<file path="src/rtl/hog_pkg.sv">
// Shared constants for the HOG cell-histogram BRAM read path.
// Latency: n/a (package only).
// Backpressure: n/a.
package hog_pkg;
    localparam int CELL_BANKS = 4;

    localparam int REQ_NORM = 0;
    localparam int REQ_PCA  = 1;
    localparam int REQ_HAM  = 2;

    typedef enum logic {
        ST_IDLE  = 1'b0,
        ST_GRANT = 1'b1
    } arb_state_t;
endpackage

</file>
<file path="src/rtl/cell_arb_rr_picker.sv">
// Picks one requester: round-robin from ptr, or lowest index under CELL_ARB_FIXED_PRIO_EN.
// Latency: combinational.
// Backpressure: none; winner is all-zero when no request is pending.
module cell_arb_rr_picker #(
    parameter int NUM_REQ = 3,
    parameter int IDX_W   = (NUM_REQ > 1) ? $clog2(NUM_REQ) : 1
) (
    input  logic [NUM_REQ-1:0] req,
    input  logic [IDX_W-1:0]   ptr,
    output logic [NUM_REQ-1:0] winner,
    output logic [IDX_W-1:0]   idx
);
`ifdef CELL_ARB_FIXED_PRIO_EN
    logic unused_ptr;
    assign unused_ptr = ^ptr;

    // Scan high to low so the lowest pending index is the last one written.
    always_comb begin
        winner = '0;
        idx    = '0;
        for (int i = NUM_REQ - 1; i >= 0; i--) begin
            if (req[i]) begin
                winner    = '0;
                winner[i] = 1'b1;
                idx       = IDX_W'(i);
            end
        end
    end
`else
    logic [IDX_W-1:0] cand;
    logic             found;

    always_comb begin
        winner = '0;
        idx    = '0;
        found  = 1'b0;
        cand   = '0;
        for (int i = 0; i < NUM_REQ; i++) begin
            cand = IDX_W'((int'(ptr) + i) % NUM_REQ);
            if (!found && req[cand]) begin
                found        = 1'b1;
                winner[cand] = 1'b1;
                idx          = cand;
            end
        end
    end
`endif
endmodule

</file>
<file path="src/rtl/cell_bram_read_arbiter.sv">
// Shares the 4-bank histogram BRAM read port among NUM_REQ requesters; optional CELL_ARB_FIXED_PRIO_EN.
// Latency: grant one cycle after request; rvalid RD_LAT cycles after each address beat.
// Backpressure: a requester issues only while granted; bursts bounded by MAX_BURST unless locked.
module cell_bram_read_arbiter
    import hog_pkg::*;
#(
    parameter int NUM_REQ   = 3,
    parameter int ADDR_W    = 13,
    parameter int DATA_W    = 35,
    parameter int RD_LAT    = 2,
    parameter int MAX_BURST = 16
) (
    input  logic                                aclk,
    input  logic                                arest_n,
    input  logic                                rd_enable,
    input  logic [NUM_REQ-1:0]                  req,
    input  logic [NUM_REQ-1:0]                  lock,
    input  logic [NUM_REQ*CELL_BANKS*ADDR_W-1:0] addr,
    output logic [NUM_REQ-1:0]                  gnt,
    output logic [NUM_REQ-1:0]                  rvalid,
    output logic [CELL_BANKS*DATA_W-1:0]        rdata,
    output logic [CELL_BANKS*ADDR_W-1:0]        bram_addr,
    input  logic [CELL_BANKS*DATA_W-1:0]        bram_dout,
    output logic                                busy
);
    localparam int IDX_W  = (NUM_REQ > 1) ? $clog2(NUM_REQ) : 1;
    localparam int CNT_W  = $clog2(MAX_BURST + 1);
    localparam int BEAT_W = CELL_BANKS * ADDR_W;

    arb_state_t         state;
    logic [IDX_W-1:0]   owner;
    logic [IDX_W-1:0]   ptr;
    logic [IDX_W-1:0]   pick_idx;
    logic [NUM_REQ-1:0] pick_oh;
    logic [CNT_W-1:0]   beat_cnt;
    logic               beat;
    logic               other_pending;
    logic               burst_done;
    logic               release_gnt;
    logic [RD_LAT-1:0]  pipe_vld;
    logic [IDX_W-1:0]   pipe_idx [RD_LAT];

    cell_arb_rr_picker #(
        .NUM_REQ (NUM_REQ),
        .IDX_W   (IDX_W)
    ) u_picker (
        .req     (req),
        .ptr     (ptr),
        .winner  (pick_oh),
        .idx     (pick_idx)
    );

    assign beat = (state == ST_GRANT) && req[owner] && rd_enable;

`ifdef CELL_ARB_FIXED_PRIO_EN
    // gnt is one-hot in GRANT, so gnt-1 masks exactly the lower-index requesters.
    assign other_pending = |(req & (gnt - NUM_REQ'(1)));
`else
    assign other_pending = |(req & ~gnt);
`endif

    // >= so a counter saturated during an uncontended run still yields once someone waits.
    assign burst_done  = beat && (beat_cnt >= CNT_W'(MAX_BURST - 1)) &&
                         !lock[owner] && other_pending;
    assign release_gnt = !rd_enable || !req[owner] || burst_done;

    always_comb begin
        bram_addr = '0;
        if (beat) begin
            bram_addr = addr[int'(owner)*BEAT_W +: BEAT_W];
        end
    end

    always_ff @(posedge aclk or negedge arest_n) begin
        if (!arest_n) begin
            state    <= ST_IDLE;
            owner    <= '0;
            ptr      <= '0;
            beat_cnt <= '0;
            gnt      <= '0;
        end else begin
            case (state)
                ST_IDLE: begin
                    if (rd_enable && |req) begin
                        owner    <= pick_idx;
                        gnt      <= pick_oh;
                        ptr      <= (pick_idx == IDX_W'(NUM_REQ - 1)) ? '0 : pick_idx + 1'b1;
                        beat_cnt <= '0;
                        state    <= ST_GRANT;
                    end
                end
                ST_GRANT: begin
                    if (beat && beat_cnt != CNT_W'(MAX_BURST)) begin
                        beat_cnt <= beat_cnt + 1'b1;
                    end
                    if (release_gnt) begin
                        gnt   <= '0;
                        state <= ST_IDLE;
                    end
                end
                default: state <= ST_IDLE;
            endcase
        end
    end

    // Return pipe tracks which requester each in-flight read belongs to.
    always_ff @(posedge aclk or negedge arest_n) begin
        if (!arest_n) begin
            pipe_vld <= '0;
            for (int i = 0; i < RD_LAT; i++) begin
                pipe_idx[i] <= '0;
            end
        end else begin
            pipe_vld[0] <= beat;
            pipe_idx[0] <= owner;
            for (int i = 1; i < RD_LAT; i++) begin
                pipe_vld[i] <= pipe_vld[i-1];
                pipe_idx[i] <= pipe_idx[i-1];
            end
        end
    end

    always_comb begin
        rvalid = '0;
        if (pipe_vld[RD_LAT-1]) begin
            rvalid[pipe_idx[RD_LAT-1]] = 1'b1;
        end
    end

    assign rdata = bram_dout;
    assign busy  = (state == ST_GRANT) || (|pipe_vld);
endmodule

</file>
<file path="config.mk">
export PLATFORM = sky130hd
export DESIGN_NAME = cell_bram_read_arbiter
export DESIGN_NICKNAME = d
export VERILOG_FILES = /design/src/rtl/hog_pkg.sv /design/src/rtl/cell_arb_rr_picker.sv /design/src/rtl/cell_bram_read_arbiter.sv
export SDC_FILE = /design/constraint.sdc
export NUM_CORES = 1
export LEC_CHECK = 0
export ABC_AREA = 1
export CORE_AREA = 4 4 193 195
export CTS_CLUSTER_DIAMETER = 80
export DETAILED_ROUTE_END_ITERATION = 10
export DIE_AREA = 0 0 197 199
export SETUP_SLACK_MARGIN = 0.05
export SLEW_MARGIN = 20
export SYNTH_ARGS = -nofsm -noshare
export SYNTH_HDL_FRONTEND = slang
export SYNTH_SLANG_ARGS = --single-unit
</file>
<file path="constraint.sdc">
create_clock -name aclk -period 3 [get_ports aclk]
set_input_delay 0.3 -clock aclk [delete_from_list [all_inputs] [get_ports aclk]]
set_output_delay 0.3 -clock aclk [all_outputs]
set_load 0.02 [all_outputs]
</file>
# After elaboration in Yosys (flattened, before gate mapping)
# Cells that the tools add are included.
[totals] regBits=19 elab_cells=102
[op_classes] n_addsub=4 n_mul=1 div=3 order_cmp=10 eq_ne=5 shifts=1 muxes=38 n_bitwise=5 reduce_logical=27
[ops] operator="156-bit by 9-bit indexed part select with 52-bit output" n=1
[ops] operator="32-bit by 3-bit remainder unit with 32-bit output (second input constant)" n=2
[ops] operator="52-bit 2-to-1 mux" n=1
[ops] operator="3-bit by 3-bit remainder unit with 32-bit output (second input constant)" n=1
[ops] operator="3-bit 2-to-1 mux" n=6
[ops] operator="2-bit by 3-bit less-than comparator with 1-bit output (second input constant)" n=5
[ops] operator="1-bit logical AND" n=13
[ops] operator="1-bit 2-to-1 mux" n=13
[ops] operator="1-bit binary-select mux with 2-bit select" n=5
[ops] operator="5-bit 2-to-1 mux" n=2
[ops] operator="5-bit case mux with 2 select lines" n=1
[ops] operator="1-bit demux with 2-bit select" n=4
[ops] operator="2-bit by 1-bit greater-or-equal comparator with 1-bit output (second input constant)" n=4
[ops] operator="2-bit 2-to-1 mux" n=4
[ops] operator="2-bit by 4-bit multiplier with 6-bit output (second input constant)" n=1
[ops] operator="3-bit OR" n=2
[ops] operator="3-bit case mux with 2 select lines" n=1
[ops] operator="2-bit AND reduction" n=3
[ops] operator="3-bit OR reduction" n=2
[ops] operator="5-bit by 1-bit adder with 5-bit output (second input constant)" n=1
[ops] operator="5-bit by 4-bit greater-or-equal comparator with 1-bit output (second input constant)" n=1
[ops] operator="1-bit logical NOT" n=5
[ops] operator="5-bit != test (second input constant)" n=1
[ops] operator="2-bit by 1-bit != test with 1-bit output (second input constant)" n=2
[ops] operator="other kinds (11)" n=13

# Logic depth before layout (Yosys ltp)
[logic_depth] ltp_word=12 mapped_depth=11 depth_no_buf=11

# Modules after synthesis
# From an unflattened synthesis, not the netlist that was laid out.
[unflattened] hier_cells=554 hier_area_um2=3583.4
[by_module_without_submodules] module="cell_bram_read_arbiter" n_inst=1 cells_per_inst=492 area_per_inst_um2=3266.9
[by_module_without_submodules] module="cell_arb_rr_picker" n_inst=1 cells_per_inst=62 area_per_inst_um2=316.6

# Least setup slack after synthesis
# Ideal clock, no wire load.
[synth_timing] kind="register to output" from="register owner[0]" to="output bram_addr[10]" t_arrival_ps=1507 path_slack_ps=1193 stages_incl_launch_ff=10 path_cell_list="dfrtp_1 buf_4 nand2_2 nand2_2 o21ai_4 nand2_4 nor2_8 inv_6 buf_6 nor2_1"
[synth_via] elab_chain_len=5
[synth_lines] item="start: declaration" line="cell_bram_read_arbiter.sv:31" rtl="logic [IDX_W-1:0] owner;"
[synth_lines] item="start signal: assignment" line="cell_bram_read_arbiter.sv:85" rtl="owner <= pick_idx;"
[synth_lines] item="1-bit binary-select mux with 2-bit select" line="cell_bram_read_arbiter.sv:53" rtl="assign beat = (state == ST_GRANT) && req[owner] && rd_enable;"
[synth_lines] item="1-bit 2-to-1 mux (implied by the code)" line="cell_bram_read_arbiter.sv:53"
[synth_lines] item="1-bit logical AND (2 in a row)" line="cell_bram_read_arbiter.sv:53"
[synth_lines] item="net beat" line="cell_bram_read_arbiter.sv:36" rtl="logic beat;"
[synth_lines] item="52-bit 2-to-1 mux" line="cell_bram_read_arbiter.sv:69" rtl="if (beat) begin"
[synth_lines] item="end: declaration" line="cell_bram_read_arbiter.sv:22" rtl="output logic [CELL_BANKS*ADDR_W-1:0] bram_addr,"
# The timed path passes the listed nets, and every way through them passes these cells. The select of a mux whose other input is x is not followed.

# Worst setup path after layout
# Same ends and word-level chain as after synthesis.

==> metrics.txt <==
status=completed; HP Class=reg -> reg; P_sw=1.44 mW; TritonCTS Buffers=3; via count=3,784; Primary FF master, synth=dfrtp_1; Via-to-Cell Ratio=3.54; sequential-to-total area share from yosys stat=12.9%; total power=3.02 mW; Cells after Synth=541; Int Pwr=1.59 mW; row count=69; yosys warns=0; initial antenna violation count=2; clock slew at reported path FFs=60 ps; share of the synthesized area in the top cell type=28.8%; top cells by count, synth=buf_4 (141), nor2_1 (65), o21ai_0 (58); setup ws final=280 ps; layout overhead on the synthesized area=47.4%; final hold vios=0; Starting Density=10.4%; worst slack, placed=318 ps; combinational fraction of design power=76.8%; antenna-violating nets left=0; Worst Setup Start Kind=flip-flop; largest net degree at the start of global routing=56; H-tree levels=1; RD Place Congestion=0.792; RSZ-0062 raised after global routing=false; f_max=368 MHz; fin nets=920; WL final=15.7 mm; setup TNS=0 ps; headroom to the max-slew limit=41.7%; drt initial violations=156; power per cell area=557 nW/um^2; crit path time final=2720 ps; post-synthesis net count=853; remaining global-route overflow=0; residual DRC count=0; CP max stage cell=clkdlybuf4s50_1; Sw Share=47.5%; Tot GR Track Use=7.02%; first-pass GRT wire length=21.7 mm; I/O pin count=504; DR WL/cell=14.7 um; hold buffer count at cts=0; # clock sinks=19; Period Utilization, post-route=90.7%; Yosys cell types=30; Seq pwr share=14.1%; synthesized area=3680 um^2; CP Max Fanout=52; Synth area leaders=buf_4 (29%), dfrtp_1 (13%), a2bb2oi_1 (12%); Lkg Pwr=2.04 nW; vias in the first global route=3,741; I/O Buffers=223; Fin Clk Skew=3.20 ps; 1st-pass router iterations=4; max-slew violations=0; CP Data Arrival Time=2420 ps; Least-Margin Pin Slew=872 ps; crit path cell chain=inv_2, nand2_4, inv_6, nand2_1, o21ai_4, nand2_4, nor2_8, inv_6, nor2_1, clkdlybuf4s50_1; CP Class=reg -> out; full die area=39,200 um^2; max cap viols=0; share of post-route cells with drive strength above 1=13.3%; Final HPWL DP=12.8 mm; final number of setup-violating endpoints=0; Post-synth EDFFs=0; top-count cell post-synth=buf_4; ys async rst share=100%; Peak VDD IR=0.000297 V; worst path required time=2700 ps; Die X=197 um; largest area contributor in the netlist=buf_4; Critical Path Max Stage Delay=610 ps; CTS tree=done; chip height=199 um; CTS Buffer Depth=2; CP Capture Type=output pin; clk_lat worst skew=250 ps; Yosys reg bits=19; Mean Syn Cell Area=6.80 um^2; core area=35,400 um^2; clock power share=9.1%; CTS Root Cell=clkbuf_16
power groups by stage:
stage               combinational (mW)  sequential [mW]  clock, mW
finish                            2.32            0.426      0.275
global route                      2.54            0.440      0.292
CTS                               2.35            0.429      0.280
detailed placement                2.34            0.432          0
global placement                  2.32            0.431          0
floorplan                         1.77            0.412          0
critical path: cells and delay by family, from the launching register on:
| family | cells | cell delay [ps] |
|---|---|---|
| buffers and inverters | 4 | 1020 |
| and+or+nand+nor | 5 | 570 |
| DFF | 1 | 420 |
| AOI/OAI and AO/OA | 1 | 80 |
worst paths after layout:
kind | depth (start not counted) | from | slack (ps) | end
setup / recovery | 10 | owner[0]$_DFFE_PN0P_ | 280 | bram_addr[10]
hold / removal | 0 | pipe_idx[2]$_DFF_PN0_ | 350 | pipe_idx[0]$_DFF_PN0_
setup reg to reg | 6 | owner[1]$_DFFE_PN0P_ | 1140 | gnt[0]$_DFFE_PN0P_
hold reg to reg | 0 | pipe_idx[2]$_DFF_PN0_ | 350 | pipe_idx[0]$_DFF_PN0_
max in group asynchronous | 1 | arest_n | 1860 | owner[1]$_DFFE_PN0P_
min in group asynchronous | 1 | arest_n | 540 | pipe_idx[0]$_DFF_PN0_
placed cells by master (no fill, tap or decap), drive strengths merged:
cell	count
a2bb2oi	52
buf	7
clkbuf	3
clkdlybuf4s50	223
clkinv	1
dfrtp	19
diode	1
ha	7
inv	21
nand2	54
nand3	26
nand3b	1
nand4	5
nor2	67
nor3	1
nor3b	2
o211ai	1
o21ai	62
or2	55
per-layer routing:
layer | vias up | GRT usage (%) | share of wire (%) | routed length [um]
met2 | 223 | 11.5 | 46 | 7180
met4 | 0 | 4.13 | 5.9 | 926
met3 | 74 | 2.42 | 11 | 1760
li1 | 1784 | - | - | -
met1 | 1703 | 7.90 | 37 | 5810
met5 | - | 0 | 0 | 0
cell type report:
type                            instances  area (um^2)
Fill cell                            4033        30000
Clock inverter                          1         5.00
Multi-Input combinational cell        333         1910
Clock buffer                            3         75.1
Tap cell                              461          577
Sequential cell                        19          478
Timing Repair Buffer                  230         2280
Antenna cell                            1         2.50
Inverter                               21         88.8
cells by family (layout without fill, tap and decap cells):
| family | after synthesis | count (layout) | synth area share (%) |
|---|---|---|---|
| AOI/OAI and AO/OA | 115 | 115 | 21.4 |
| adders and majority gates | 7 | 7 | 2.38 |
| buffers and inverters | 189 | 255 | 35.1 |
| DFF | 19 | 19 | 12.9 |
| other | 0 | 1 | 0 |
| and+or+nand+nor | 211 | 211 | 28.2 |
state kept, by name, summed over array words and instances (netlist names):
name,flops
owner,2
ptr,2
beat_cnt,5
pipe_vld,2
gnt,3
state,1
pipe_idx,4
stage by stage:
| step | hold WS [ps] | area, um^2 | utilization (%) | instances |
|---|---|---|---|---|
| floorplan | 4.41 | 3680 | - | 541 |
| global placement | 335 | 5340 | 15.1 | 1064 |
| detailed placement | 338 | 5340 | 15.1 | 1064 |
| CTS | 350 | 5420 | 15.3 | 1068 |
| global route | 355 | 5420 | 15.3 | 1069 |
| finish | 348 | 5420 | 15.3 | 1069 |
what timing repair did:
action	4_1_cts	5_1_grt
gates resized for setup	0	1
buffers inserted	0	0
endpoints found under the setup margin	0	24
No activity file was read; power rests on OpenSTA's default activity.
